File: src/rtl/axil_pkg.sv
// Shared definitions for the AXI-Lite register slice: response codes and
// the per-channel skid-buffer state encoding.
package axil_pkg;

    localparam logic [1:0] OKAY   = 2'b00;
    localparam logic [1:0] SLVERR = 2'b10;
    localparam logic [1:0] DECERR = 2'b11;

    typedef enum logic [1:0] {
        EMPTY = 2'd0,
        ONE   = 2'd1,
        FULL  = 2'd2
    } buf_state_e;

endpackage

File: src/rtl/axil_if.sv
// AXI-Lite bus bundle. s_axil is the view of a block that receives requests;
// m_axil is the view of a block that issues them.
interface axil_if #(
    parameter int AXI_DATA_WIDTH = 32,
    parameter int AXI_ADDR_WIDTH = 32
);
    logic [AXI_ADDR_WIDTH-1:0]   awaddr;
    logic                        awvalid;
    logic                        awready;
    logic [AXI_DATA_WIDTH-1:0]   wdata;
    logic [AXI_DATA_WIDTH/8-1:0] wstrb;
    logic                        wvalid;
    logic                        wready;
    logic [1:0]                  bresp;
    logic                        bvalid;
    logic                        bready;
    logic [AXI_ADDR_WIDTH-1:0]   araddr;
    logic                        arvalid;
    logic                        arready;
    logic [AXI_DATA_WIDTH-1:0]   rdata;
    logic [1:0]                  rresp;
    logic                        rvalid;
    logic                        rready;

    modport s_axil (
        input  awaddr, awvalid, output awready,
        input  wdata, wstrb, wvalid, output wready,
        output bresp, bvalid, input bready,
        input  araddr, arvalid, output arready,
        output rdata, rresp, rvalid, input rready
    );

    modport m_axil (
        output awaddr, awvalid, input awready,
        output wdata, wstrb, wvalid, input wready,
        input  bresp, bvalid, output bready,
        output araddr, arvalid, input arready,
        input  rdata, rresp, rvalid, output rready
    );
endinterface

File: src/rtl/axil_skid_buffer.sv
// Two-entry skid buffer: valid, payload and ready all come from flops, so no
// combinational path crosses the buffer in either direction.
module axil_skid_buffer
    import axil_pkg::*;
#(
    parameter int WIDTH = 32
) (
    input  logic             aclk,
    input  logic             areset,
    input  logic             in_valid,
    output logic             in_ready,
    input  logic [WIDTH-1:0] in_data,
    output logic             out_valid,
    input  logic             out_ready,
    output logic [WIDTH-1:0] out_data
);
    buf_state_e       state_q, state_d;
    logic [WIDTH-1:0] main_q, main_d;
    logic [WIDTH-1:0] skid_q, skid_d;
    logic             valid_q, valid_d;
    logic             ready_q, ready_d;
    logic             in_hs, out_hs;

    always_comb begin
        // NOTE: every output of this block gets a default first so that no
        // path through the case leaves a value held, which would infer a latch.
        state_d = state_q;
        main_d  = main_q;
        skid_d  = skid_q;
        in_hs   = in_valid && ready_q;
        out_hs  = valid_q && out_ready;

        unique case (state_q)
            EMPTY: begin
                if (in_hs) begin
                    main_d  = in_data;
                    state_d = ONE;
                end
            end
            ONE: begin
                if (in_hs && out_hs) begin
                    main_d = in_data;
                end else if (in_hs) begin
                    skid_d  = in_data;
                    state_d = FULL;
                end else if (out_hs) begin
                    state_d = EMPTY;
                end
            end
            FULL: begin
                // Ready is low here, so only the drain side can move.
                if (out_hs) begin
                    main_d  = skid_q;
                    state_d = ONE;
                end
            end
            default: state_d = EMPTY;
        endcase

        valid_d = (state_d != EMPTY);
        ready_d = (state_d != FULL);
    end

    // NOTE: sequential state uses non-blocking assignments so every flop
    // samples its _d value from before this edge, independent of statement order.
    always_ff @(posedge aclk) begin
        if (areset) begin
            state_q <= EMPTY;
            valid_q <= 1'b0;
            ready_q <= 1'b0;
            // NOTE: the payload registers are cleared too, so the bus shows
            // zeros rather than stale data while the slice is held in reset.
            main_q  <= '0;
            skid_q  <= '0;
        end else begin
            state_q <= state_d;
            valid_q <= valid_d;
            ready_q <= ready_d;
            main_q  <= main_d;
            skid_q  <= skid_d;
        end
    end

    assign in_ready  = ready_q;
    assign out_valid = valid_q;
    assign out_data  = main_q;

endmodule

File: src/rtl/axil_register_slice.sv
// AXI-Lite register slice: one independent skid buffer per channel, forward
// for AW/W/AR and reverse for B/R.
module axil_register_slice
    import axil_pkg::*;
#(
    parameter int AXI_DATA_WIDTH = 32,
    parameter int AXI_ADDR_WIDTH = 32
) (
    input logic   aclk,
    input logic   areset,
    axil_if.s_axil s_axil,
    axil_if.m_axil m_axil
);
    localparam int STRB_WIDTH = AXI_DATA_WIDTH / 8;
    localparam int W_WIDTH    = AXI_DATA_WIDTH + STRB_WIDTH;
    localparam int R_WIDTH    = AXI_DATA_WIDTH + 2;

    logic [W_WIDTH-1:0] w_out;
    logic [R_WIDTH-1:0] r_out;

    axil_skid_buffer #(.WIDTH(AXI_ADDR_WIDTH)) u_aw (
        .aclk      (aclk),
        .areset    (areset),
        .in_valid  (s_axil.awvalid),
        .in_ready  (s_axil.awready),
        .in_data   (s_axil.awaddr),
        .out_valid (m_axil.awvalid),
        .out_ready (m_axil.awready),
        .out_data  (m_axil.awaddr)
    );

    axil_skid_buffer #(.WIDTH(W_WIDTH)) u_w (
        .aclk      (aclk),
        .areset    (areset),
        .in_valid  (s_axil.wvalid),
        .in_ready  (s_axil.wready),
        .in_data   ({s_axil.wdata, s_axil.wstrb}),
        .out_valid (m_axil.wvalid),
        .out_ready (m_axil.wready),
        .out_data  (w_out)
    );
    assign {m_axil.wdata, m_axil.wstrb} = w_out;

    axil_skid_buffer #(.WIDTH(2)) u_b (
        .aclk      (aclk),
        .areset    (areset),
        .in_valid  (m_axil.bvalid),
        .in_ready  (m_axil.bready),
        .in_data   (m_axil.bresp),
        .out_valid (s_axil.bvalid),
        .out_ready (s_axil.bready),
        .out_data  (s_axil.bresp)
    );

    axil_skid_buffer #(.WIDTH(AXI_ADDR_WIDTH)) u_ar (
        .aclk      (aclk),
        .areset    (areset),
        .in_valid  (s_axil.arvalid),
        .in_ready  (s_axil.arready),
        .in_data   (s_axil.araddr),
        .out_valid (m_axil.arvalid),
        .out_ready (m_axil.arready),
        .out_data  (m_axil.araddr)
    );

    axil_skid_buffer #(.WIDTH(R_WIDTH)) u_r (
        .aclk      (aclk),
        .areset    (areset),
        .in_valid  (m_axil.rvalid),
        .in_ready  (m_axil.rready),
        .in_data   ({m_axil.rdata, m_axil.rresp}),
        .out_valid (s_axil.rvalid),
        .out_ready (s_axil.rready),
        .out_data  (r_out)
    );
    assign {s_axil.rdata, s_axil.rresp} = r_out;

endmodule

File: src/flat_wrapper.sv
// flat-port wrapper written by rule: the top's interface ports become plain ports
module axil_register_slice_flat import axil_pkg::*;
#(
    parameter int AXI_DATA_WIDTH = 32,
    parameter int AXI_ADDR_WIDTH = 32
)
  (aclk, areset, s_axil_awaddr, s_axil_awvalid, s_axil_awready, s_axil_wdata, s_axil_wstrb, s_axil_wvalid, s_axil_wready, s_axil_bresp, s_axil_bvalid, s_axil_bready, s_axil_araddr, s_axil_arvalid, s_axil_arready, s_axil_rdata, s_axil_rresp, s_axil_rvalid, s_axil_rready, m_axil_awaddr, m_axil_awvalid, m_axil_awready, m_axil_wdata, m_axil_wstrb, m_axil_wvalid, m_axil_wready, m_axil_bresp, m_axil_bvalid, m_axil_bready, m_axil_araddr, m_axil_arvalid, m_axil_arready, m_axil_rdata, m_axil_rresp, m_axil_rvalid, m_axil_rready);
  axil_if #(.AXI_DATA_WIDTH(AXI_DATA_WIDTH), .AXI_ADDR_WIDTH(AXI_ADDR_WIDTH)) s_axil_i ();
  axil_if #(.AXI_DATA_WIDTH(AXI_DATA_WIDTH), .AXI_ADDR_WIDTH(AXI_ADDR_WIDTH)) m_axil_i ();
  input logic aclk;
  input logic areset;
  input wire logic [$bits(s_axil_i.awaddr)-1:0] s_axil_awaddr;
  input wire logic [$bits(s_axil_i.awvalid)-1:0] s_axil_awvalid;
  output wire logic [$bits(s_axil_i.awready)-1:0] s_axil_awready;
  input wire logic [$bits(s_axil_i.wdata)-1:0] s_axil_wdata;
  input wire logic [$bits(s_axil_i.wstrb)-1:0] s_axil_wstrb;
  input wire logic [$bits(s_axil_i.wvalid)-1:0] s_axil_wvalid;
  output wire logic [$bits(s_axil_i.wready)-1:0] s_axil_wready;
  output wire logic [$bits(s_axil_i.bresp)-1:0] s_axil_bresp;
  output wire logic [$bits(s_axil_i.bvalid)-1:0] s_axil_bvalid;
  input wire logic [$bits(s_axil_i.bready)-1:0] s_axil_bready;
  input wire logic [$bits(s_axil_i.araddr)-1:0] s_axil_araddr;
  input wire logic [$bits(s_axil_i.arvalid)-1:0] s_axil_arvalid;
  output wire logic [$bits(s_axil_i.arready)-1:0] s_axil_arready;
  output wire logic [$bits(s_axil_i.rdata)-1:0] s_axil_rdata;
  output wire logic [$bits(s_axil_i.rresp)-1:0] s_axil_rresp;
  output wire logic [$bits(s_axil_i.rvalid)-1:0] s_axil_rvalid;
  input wire logic [$bits(s_axil_i.rready)-1:0] s_axil_rready;
  output wire logic [$bits(m_axil_i.awaddr)-1:0] m_axil_awaddr;
  output wire logic [$bits(m_axil_i.awvalid)-1:0] m_axil_awvalid;
  input wire logic [$bits(m_axil_i.awready)-1:0] m_axil_awready;
  output wire logic [$bits(m_axil_i.wdata)-1:0] m_axil_wdata;
  output wire logic [$bits(m_axil_i.wstrb)-1:0] m_axil_wstrb;
  output wire logic [$bits(m_axil_i.wvalid)-1:0] m_axil_wvalid;
  input wire logic [$bits(m_axil_i.wready)-1:0] m_axil_wready;
  input wire logic [$bits(m_axil_i.bresp)-1:0] m_axil_bresp;
  input wire logic [$bits(m_axil_i.bvalid)-1:0] m_axil_bvalid;
  output wire logic [$bits(m_axil_i.bready)-1:0] m_axil_bready;
  output wire logic [$bits(m_axil_i.araddr)-1:0] m_axil_araddr;
  output wire logic [$bits(m_axil_i.arvalid)-1:0] m_axil_arvalid;
  input wire logic [$bits(m_axil_i.arready)-1:0] m_axil_arready;
  input wire logic [$bits(m_axil_i.rdata)-1:0] m_axil_rdata;
  input wire logic [$bits(m_axil_i.rresp)-1:0] m_axil_rresp;
  input wire logic [$bits(m_axil_i.rvalid)-1:0] m_axil_rvalid;
  output wire logic [$bits(m_axil_i.rready)-1:0] m_axil_rready;
  assign s_axil_i.awaddr = s_axil_awaddr;
  assign s_axil_i.awvalid = s_axil_awvalid;
  assign s_axil_awready = s_axil_i.awready;
  assign s_axil_i.wdata = s_axil_wdata;
  assign s_axil_i.wstrb = s_axil_wstrb;
  assign s_axil_i.wvalid = s_axil_wvalid;
  assign s_axil_wready = s_axil_i.wready;
  assign s_axil_bresp = s_axil_i.bresp;
  assign s_axil_bvalid = s_axil_i.bvalid;
  assign s_axil_i.bready = s_axil_bready;
  assign s_axil_i.araddr = s_axil_araddr;
  assign s_axil_i.arvalid = s_axil_arvalid;
  assign s_axil_arready = s_axil_i.arready;
  assign s_axil_rdata = s_axil_i.rdata;
  assign s_axil_rresp = s_axil_i.rresp;
  assign s_axil_rvalid = s_axil_i.rvalid;
  assign s_axil_i.rready = s_axil_rready;
  assign m_axil_awaddr = m_axil_i.awaddr;
  assign m_axil_awvalid = m_axil_i.awvalid;
  assign m_axil_i.awready = m_axil_awready;
  assign m_axil_wdata = m_axil_i.wdata;
  assign m_axil_wstrb = m_axil_i.wstrb;
  assign m_axil_wvalid = m_axil_i.wvalid;
  assign m_axil_i.wready = m_axil_wready;
  assign m_axil_i.bresp = m_axil_bresp;
  assign m_axil_i.bvalid = m_axil_bvalid;
  assign m_axil_bready = m_axil_i.bready;
  assign m_axil_araddr = m_axil_i.araddr;
  assign m_axil_arvalid = m_axil_i.arvalid;
  assign m_axil_i.arready = m_axil_arready;
  assign m_axil_i.rdata = m_axil_rdata;
  assign m_axil_i.rresp = m_axil_rresp;
  assign m_axil_i.rvalid = m_axil_rvalid;
  assign m_axil_rready = m_axil_i.rready;
  axil_register_slice #(.AXI_DATA_WIDTH(AXI_DATA_WIDTH), .AXI_ADDR_WIDTH(AXI_ADDR_WIDTH)) u_core (.aclk(aclk), .areset(areset), .s_axil(s_axil_i), .m_axil(m_axil_i));
endmodule
File: config.mk
export PLATFORM = sky130hd
export DESIGN_NAME = axil_register_slice_flat
export DESIGN_NICKNAME = d
export VERILOG_FILES = /design/src/rtl/axil_pkg.sv /design/src/rtl/axil_if.sv /design/src/rtl/axil_skid_buffer.sv /design/src/rtl/axil_register_slice.sv /design/src/flat_wrapper.sv
export SDC_FILE = /design/constraint.sdc
export NUM_CORES = 1
export LEC_CHECK = 0
export CORE_ASPECT_RATIO = 0.75
export CORE_MARGIN = 2
export CORE_UTILIZATION = 48
export CTS_CLUSTER_SIZE = 16
export DETAILED_ROUTE_END_ITERATION = 7
export PLACE_DENSITY = 0.76
export SLEW_MARGIN = 20
export SYNTH_ARGS = -nofsm -noshare
export SYNTH_HDL_FRONTEND = slang
export SYNTH_HIERARCHICAL = 1
export SYNTH_SLANG_ARGS = --single-unit
File: constraint.sdc
create_clock -name aclk -period 1.5 [get_ports aclk]
set_input_delay 0.15 -clock aclk [delete_from_list [all_inputs] [get_ports aclk]]
set_output_delay 0.15 -clock aclk [all_outputs]
set_load 0.01 [all_outputs]
==> results of run 1 <==
-- synth_stat cells, drive strengths merged --
| master | count | area (um^2) |
|---|---|---|
| a21o | 4 | 30.03 |
| and4b | 5 | 51.30 |
| nand4 | 4 | 25.02 |
| nand3b | 5 | 48.79 |
| nand2 | 9 | 33.78 |
| clkbuf | 50 | 187.7 |
| a21boi | 6 | 90.08 |
| and3 | 1 | 6.260 |
| o21ai | 146 | 730.7 |
| o22ai | 5 | 85.08 |
| nor3b | 4 | 30.03 |
| a211oi | 272 | 2893 |
| dfxtp | 292 | 5846 |
| and3b | 10 | 87.58 |
| nand2b | 4 | 25.02 |
| mux2i | 136 | 1361 |
| nand3 | 137 | 685.7 |
| a21oi | 147 | 750.7 |
| or2b | 1 | 11.26 |
| inv | 5 | 18.77 |
| buf | 110 | 950.9 |
| nor4bb | 4 | 40.04 |
| a21bo | 5 | 50.05 |
-- critical path, cell delays in order, from the launching register on --
cell and delay (ns):
sky130_fd_sc_hd__dfxtp_1 0.43, sky130_fd_sc_hd__and3b_2 0.32, sky130_fd_sc_hd__buf_12 0.17, sky130_fd_sc_hd__a211oi_1 0.08
sky130_fd_sc_hd__a211oi_1 0.31
-- metal layers --
layer | vias to the layer above | share of wire
li1 | 5756 | -
met1 | 5876 | 0.45
met2 | 423 | 0.46
met3 | 67 | 0.071
met4 | 0 | 0.026
met5 | - | 0
-- logic make-up (layout without fill, tap and decap cells) --
kind of cell,after synthesis,count (layout),synth area share
AO/OA/AOI/OAI,585,585,0.3298
flip-flops,292,292,0.4164
AND/OR/NAND/NOR,184,184,0.07442
buffers and inverters,165,473,0.08244
multiplexers,136,136,0.09697
other,0,3,0
-- power breakdown --
group / internal [mW] / total (mW) / switching (mW)
clock network: 4.53 / 7.67 / 3.13
logic: 1.87 / 3.89 / 2.02
registers: 8.21 / 8.54 / 0.325
-- layout make-up --
type	instances	area, um^2
Antenna cell	3	7.507
Clock buffer	43	870.8
Clock inverter	12	138.9
Fill cell	2409	10390
Inverter	5	18.77
Multi-Input combinational cell	905	7078
Sequential cell	292	5857
Tap cell	392	490.5
Timing Repair Buffer	413	4065
-- worst max path at each step --
| stage | start | end | slack, ns |
|---|---|---|---|
| floorplan | u_core/u_r/out_valid | u_core/u_r/out_data[16] | 0.17 |
| global placement | s_axil_rready | u_core/u_r/out_data[27] | -0.12 |
| detailed placement | m_axil_wready | u_core/u_w/out_data[17] | -0.18 |
| CTS | u_core/u_b/out_valid | s_axil_bvalid | 0.007 |
| global route | u_core/u_w/in_ready | u_core/u_w/out_data[12] | -0.02 |
| finish | u_core/u_w/in_ready | u_core/u_w/out_data[12] | 0.06 |
-- timing repair --
| action | in CTS | in global routing |
|---|---|---|
| endpoints found under the setup margin | 149 | 14 |
| gates resized for setup | 155 | 13 |
| hold buffers | 1 | 0 |
| endpoints found under the hold margin | 18 | 0 |
| buffers inserted | 0 | 0 |
-- sequential cells by signal, indices dropped and copies added (netlist names), 32 cells and up --
register	cells
u_core/u_r/skid_q	34
u_core/u_ar/out_data	32
u_core/u_r/out_data	34
u_core/u_aw/out_data	32
u_core/u_aw/skid_q	32
u_core/u_w/skid_q	36
u_core/u_w/out_data	36
u_core/u_ar/skid_q	32
-- per-stage QoR --
step | setup WS [ns] | TNS [ns] | std cells | hold slack, ns | power [mW]
floorplan | 0.1694 | 0 | 1362 | 0.2191 | 10.93
global placement | -0.1250 | -8.903 | 2006 | 0.4591 | 12.71
detailed placement | -0.1774 | -16.90 | 2006 | 0.4656 | 12.79
CTS | 0.006740 | 0 | 2062 | 0.1572 | 20.23
global route | -0.01829 | -0.01829 | 2064 | 0.1808 | 20.86
finish | 0.06354 | 0 | 2065 | 0.1800 | 20.09
==> results list, run 1 <==
- Run status: finished, final reports clean
* Met2 usage in global routing: 0.3941
* Fraction of the cycle the final worst path needs: 0.9576
- In this run the horizontal extent of the chip is 201.5 um.
- Highest-count cells in the layout ignoring fill and taps: sky130_fd_sc_hd__dfxtp_1, sky130_fd_sc_hd__a211oi_2, sky130_fd_sc_hd__clkdlybuf4s50_1, sky130_fd_sc_hd__a21oi_1, sky130_fd_sc_hd__dlygate4sd2_1
- The clock reaches the later pin of the worst-skew pair after ~0.56 ns.
- GRT Util Overall: 0.2479
- Worst Hold End: u_core/u_w/skid_q[19]
- Setup skew after layout: roughly 0.008 ns
* Setup crit end kind: flop
- Using the TritonRoute via totals, the vias-per-cell ratio works out to between 5 and 6.
- Routability congestion estimate from global placement: 0.8193
- Synthesis warning total: 6
* Depth of the most critical reg-to-reg path: 4
- The initial antenna violation count came to 3.
* Area after DPL: about 18,000 um^2
- The average instance in the mapped netlist occupies 10.31 um^2.
- Global routing finished with a remaining overflow of 0.
* Final setup violation count: 0
- Die outline area: ~31,000 um^2
- Worst Min Path Start: s_axil_wdata[15]
* Peak supply drop: ~1.0 mV
* Final Hold Violating Endpoints: 0
* Highest clock frequency the design can meet: 0.6962 GHz
* CTS Root Buffer Type: sky130_fd_sc_hd__clkbuf_16
- In this run the worst path has a maximum fanout of 20.
- Power spread over the standard cell area amounts to 1085 nW/um^2.
* Layout cells sized above 1: 0.2317
- Data arrival time of the worst path: 1.88 ns
* Detailed-router iteration count before antenna repair: 5
* Largest buffer count on any clock path: 3
- The final route contains 12,120 vias.
* Final Instance Area: about 19,000 um^2
- The endpoint identified for the worst register-to-register timing path is u_core/u_w/out_data[12].
- Wire length per cell after detailed routing: ~19 um
- For this design the top-level I/O count stands at 294.
- FF+latch count, synth: between 200 and 300
- Slew at the pin closest to its max-slew limit: between 0.3 and 0.4 ns
* Launch point of the worst reg-to-reg path: u_core/u_w/in_ready
- Vias in the first global route: between 10,000 and 15,000
- The tightest min-delay check is of the in2reg type.
- The global routing stage identified its most utilized layer as met2.
- The die is 152.1 um tall.
* Largest net degree at the start of global routing: 38
- In this run the cell area of the synthesized design comes to approximately 14,000 um^2.
* Sink count of the clock tree: around 290
* Rows: 54
- Total leakage power: 7.671 nW
- Final cell utilization of the core: 0.6407
* Leading cell type in the layout, fill and taps excluded: sky130_fd_sc_hd__dfxtp_1
* Final critical-path required period: approximately 1.4 ns
- In the global route stage, met1 resource usage came out at 0.3394.
* Total clock buffers created by CTS: 30
* Clock tree from TritonCTS: done
* DRT iter0 DRCs: around 810
* First-pass GRT wire length: 63,450 um
- In the final design database the tool counted 1,795 nets.
* Yosys cell types: 35
* Tightest slew margin relative to the limit: 0.7769
- The core region is 28,920 um^2.
- The tool flagged a number of max-cap violations equal to 0.
- The worst setup path is of the reg2reg kind.
* Internal reg-to-reg setup slack: 0.06 ns
- Clock Pin Slew Worst Setup and Hold Paths: 0.06 ns
- Starting density of the core: 0.4855
- The routed design has approximately 40,000 um of wire.
* Detailed-route DRC error count: 0
* Startpoint kind of the worst setup timing path: flop
- For this run, global-route usage on met3 was measured as 0.05620.
- Final Max Tran Viols: 0
- Sequential share of the synthesized area: 0.4164
- In the synthesized netlist, the number of instances is approximately 1,400.
* HPWL after detailed placement: ~27,000 um
* Instance count along the most critical hold path: 3
- STA puts the critical path data required time at 1.94 ns.
- Port buffering added 293 buffers.
* Layout area overhead: 31.97%
- Deepest level of the CTS H-tree: 1
- Once detail routing completed, the nets flagged for antenna violations numbered 0.
* Number of nets produced by synthesis: 1,510
Note: power is estimated with default switching activity, not from simulation.
==> run 2, diff against run 1 <==
--- a/config.mk
+++ b/config.mk
@@ -10,6 +10,7 @@
 export CORE_UTILIZATION = 48
 export CTS_CLUSTER_SIZE = 16
 export DETAILED_ROUTE_END_ITERATION = 7
+export GPL_TIMING_DRIVEN = 1
 export PLACE_DENSITY = 0.76
 export SLEW_MARGIN = 20
 export SYNTH_ARGS = -nofsm -noshare
==> results of run 2 <==
Same layout as run 1: the final DEF is identical, and so are final timing and power.
==> run 3, diff against run 2 <==
--- a/config.mk
+++ b/config.mk
@@ -10,8 +10,9 @@
 export CORE_UTILIZATION = 48
 export CTS_CLUSTER_SIZE = 16
 export DETAILED_ROUTE_END_ITERATION = 7
+export DONT_BUFFER_PORTS = 1
 export GPL_TIMING_DRIVEN = 1
-export PLACE_DENSITY = 0.76
+export SKIP_LAST_GASP = 1
 export SLEW_MARGIN = 20
 export SYNTH_ARGS = -nofsm -noshare
 export SYNTH_HDL_FRONTEND = slang
==> run 3 against run 2 <==
Against the previous run:
- the run now ends with hold timing left
- combinational power is 29% lower
- critical path depth stayed put
- hold slack worse by 0.52 ns
- via count is 7.6% lower
- sequential power is 2.6% higher
- first-iteration DRC count is 7.7% lower
- final cell count is 12% lower
- critical endpoint is now u_core/u_ar/out_data[1]
- highest routed layer unchanged
==> results list, run 3 (synthesis results as in run 1) <==
* Biggest cell delay along the critical path: 0.48 ns (+0.05 ns)
- Crit-path cells: and3b_2, buf_12, a211oi_1, a211oi_1
- Share of total power in the clock network: 0.405 (+0.023)
* Routing usage on met1: 0.3278 (-0.01163)
* GR Layer Usage met3: 0.06328 (+0.007079)
* Detailed-router iteration count before antenna repair: 7 (+2)
- The clock-pin slew on the worst setup and hold paths came to 0.06 ns (about the same).
* Placed Cells: 1,669 (-17%)
- # IOs: 294 (unchanged)
- The slowest stage of the critical path is the sky130_fd_sc_hd__dfxtp_1 cell.
- Clock tree from TritonCTS: done
- Sink count of the clock tree: 292 (unchanged)
- The share of total power consumed by net switching is 0.2689 (-0.003759).
* Layout cells sized above 1: 0.2356 (+0.003847)
- Worst hold margin: -0.3420 ns (-0.5219 ns)
- The tightest min-delay check is of the in2reg type.
- Core footprint: 28,920 um^2 (unchanged)
* Violated checks: hold timing
* Cell internal pwr: 14.14 mW (-3.3%)
- Pwr Density: 1187 nW/um^2 (+9.4%)
- The relative contribution of sequential cells to total power was 0.453 (+0.028).
* Total Power: 19.34 mW (-3.7%)
- The switching power summed over all nets is 5.200 mW (-5.1%).
* Starting density of the core: 0.4855 (unchanged)
- The number of design rule violations left after detail routing is 0 (unchanged).
- Total clock buffers created by CTS: 30 (unchanged)
- On the critical path the largest part of the delay comes from flip-flops.
- The detailed placement HPWL was 22,570 um (-15%).
* Number of antenna violations at the first check in global routing: 2 (-1)
- The die span in y is 152.1 um (unchanged).
- Leading cell type in the layout, fill and taps excluded: sky130_fd_sc_hd__dfxtp_1
- The post-route clock skew was 0.008528 ns (+0.0003244 ns).
- CTS Root Buffer Type: sky130_fd_sc_hd__clkbuf_16
- The die span in x was 201.5 um (unchanged).
- The number of standard-cell rows in the floorplan was 54 (unchanged).
- Kind of critical path: reg2reg
* Number of maximum-capacitance violations: 0 (unchanged)
- DRT iter0 DRCs: 744 (-7.7%)
- The number of buffers on the longest clock path is 3 (unchanged).
- GRT Util Overall: 0.2281 (-0.01979)
- Startpoint kind of the worst setup timing path: flop
- The largest vdd supply drop is 0.9536 mV (-5.4%).
- The detailed-route vias per instance is 6.167 (+5.1%).
- Layout area overhead: 16.07%
* Final critical-path required period: 1.435 ns (-0.001355 ns)
- Met2 usage in global routing: 0.3399 (-0.05419)
- The clock latency of the later-clocked register in the worst-skew pair is 0.56 ns (about the same).
- The pin slew with the least headroom to its limit is 0.6039 ns (+0.2692 ns).
- The detailed-route wire length per cell was 20.27 um (+6.0%).
* RSZ-0062 raised after global routing: true
* Final Hold Violating Endpoints: 259 (+259)
* CP Data Required Time: 1.94 ns (about the same)
* Relative contribution of combinational cells to total power: 0.142 (-0.052)
* Data arrival time of the worst path: 1.87 ns (about the same)
* Most congested layer reported by global routing: met2
- Setup fix buffers added after clock tree synthesis: 0 (unchanged)
- The first-pass GRT wire length came to 58,930 um (-7.1%).
- The worst-path maximum fanout came to 22 (+10%).
- The total leakage power was 6.176 nW (-19%).
- Deepest level of the CTS H-tree: 1 (unchanged)
* Number of nets in the final layout: 1,547 (-14%)
- Final setup violation count: 0 (unchanged)
* Highest clock frequency the design can meet: 0.6968 GHz (about the same)
- Most frequent cell on the critical path: sky130_fd_sc_hd__a211oi_1
* Routability congestion estimate from global placement: 0.7752 (-5.4%)
- The area of the die came to 30,650 um^2 (unchanged).
- Number of antenna-violating nets in the routed design: 0 (unchanged)
- # fillers: 2,517 (+4.5%)
* Setup crit end kind: flop
- The via count is 11,200 (-7.6%).
- The flow ran to the end, but the final reports show violations.
- Highest-count cells in the layout ignoring fill and taps: sky130_fd_sc_hd__dfxtp_1, sky130_fd_sc_hd__a211oi_2, sky130_fd_sc_hd__a21oi_1, sky130_fd_sc_hd__nand3_1, sky130_fd_sc_hd__mux2i_1
- Tightest slew margin relative to the limit: 0.5974 (-0.1795)
- Aggregate global routing overflow: 0 (unchanged)
- Final non-filler cell total: 1,816 (-12%)
- Fraction of the cycle the final worst path needs: 0.9567 (about the same)
* Total length of routed wires: 36,810 um (-6.8%)
* Largest net degree at the start of global routing: 292 (+670%)
* Port buffer count: 0 (-100%)
- The max-slew violation count is 0 (unchanged).
- Vias in the first global route: 10,540 (-11%)
- Buffers and inverters on the worst path: 1 (unchanged)
-- run 3: cell types whose count changed in the layout (fill, tap and decap cells not counted), sizes merged --
| cell | change |
|---|---|
| dlygate4sd3 | +89 |
| clkbuf | -7 |
| bufinv | +1 |
| clkinv | -1 |
| dlygate4sd2 | -142 |
| clkdlybuf4s50 | -146 |
| clkinvlp | +4 |
| diode | -1 |
| buf | -45 |
| clkdlybuf4s15 | -1 |
-- run 3: what timing repair did --
| action | CTS | global route |
|---|---|---|
| hold buffers | 83 | 7 |
| setup endpoints to repair | 0 | 30 |
| resized for setup | 0 | 13 |
| endpoints found under the hold margin | 292 | 292 |
-- run 3: per-stage QoR --
step	utilization	hold WS, ns	TNS (ns)	setup slack (ns)	cell area, um^2
2_1_floorplan	-	0.2191	0	0.1694	14040
3_3_place_gp	0.4945	0.2453	0	0.08230	14300
3_5_place_dp	0.4945	0.2442	0	0.08657	14300
4_1_cts	0.5591	-0.3514	0	0.06922	16170
5_1_grt	0.5635	-0.3753	-0.03242	-0.02976	16290
6_report	0.5635	-0.3420	0	0.06489	16290
-- run 3: worst paths after layout --
| kind | start | to | slack (ns) | cells after the start |
|---|---|---|---|---|
| hold / removal | areset | u_core/u_ar/out_data[20] | -0.34 | 1 |
| hold reg to reg | u_core/u_w/skid_q[17] | u_core/u_w/skid_q[17] | 0.47 | 2 |
| setup reg to reg | u_core/u_ar/state_q[1] | u_core/u_ar/out_data[1] | 0.06 | 4 |
| setup / recovery | u_core/u_ar/state_q[1] | u_core/u_ar/out_data[1] | 0.06 | 4 |
-- run 3: routing by layer --
layer  wire length [um]  share of wire
met5                  0              0
met4                704          0.019
met3               2703          0.073
met2              16360           0.44
met1              17030           0.46
-- run 3: final cells by class --
class                   count  area (um^2)  share of cell area
multi-input cells         905         7086              0.4348
clock inverters            16        190.2             0.01167
repair buffers            165         1812              0.1112
clock buffers              39        845.8             0.05191
well taps                 392        490.5             0.03010
inverters                   5        18.77            0.001152
diodes                      2        5.005           0.0003071
flip-flops and latches    292         5847              0.3588
-- run 3: power groups by stage --
stage                     logic, mW  registers (mW)  clock network [mW]
after floorplan                2.13            8.80                   0
after global placement         2.44            8.92                   0
after detailed placement       2.47            8.93                   0
after CTS                      2.70            8.76                7.99
after global routing           2.97            8.80                8.30
final                          2.75            8.76                7.83
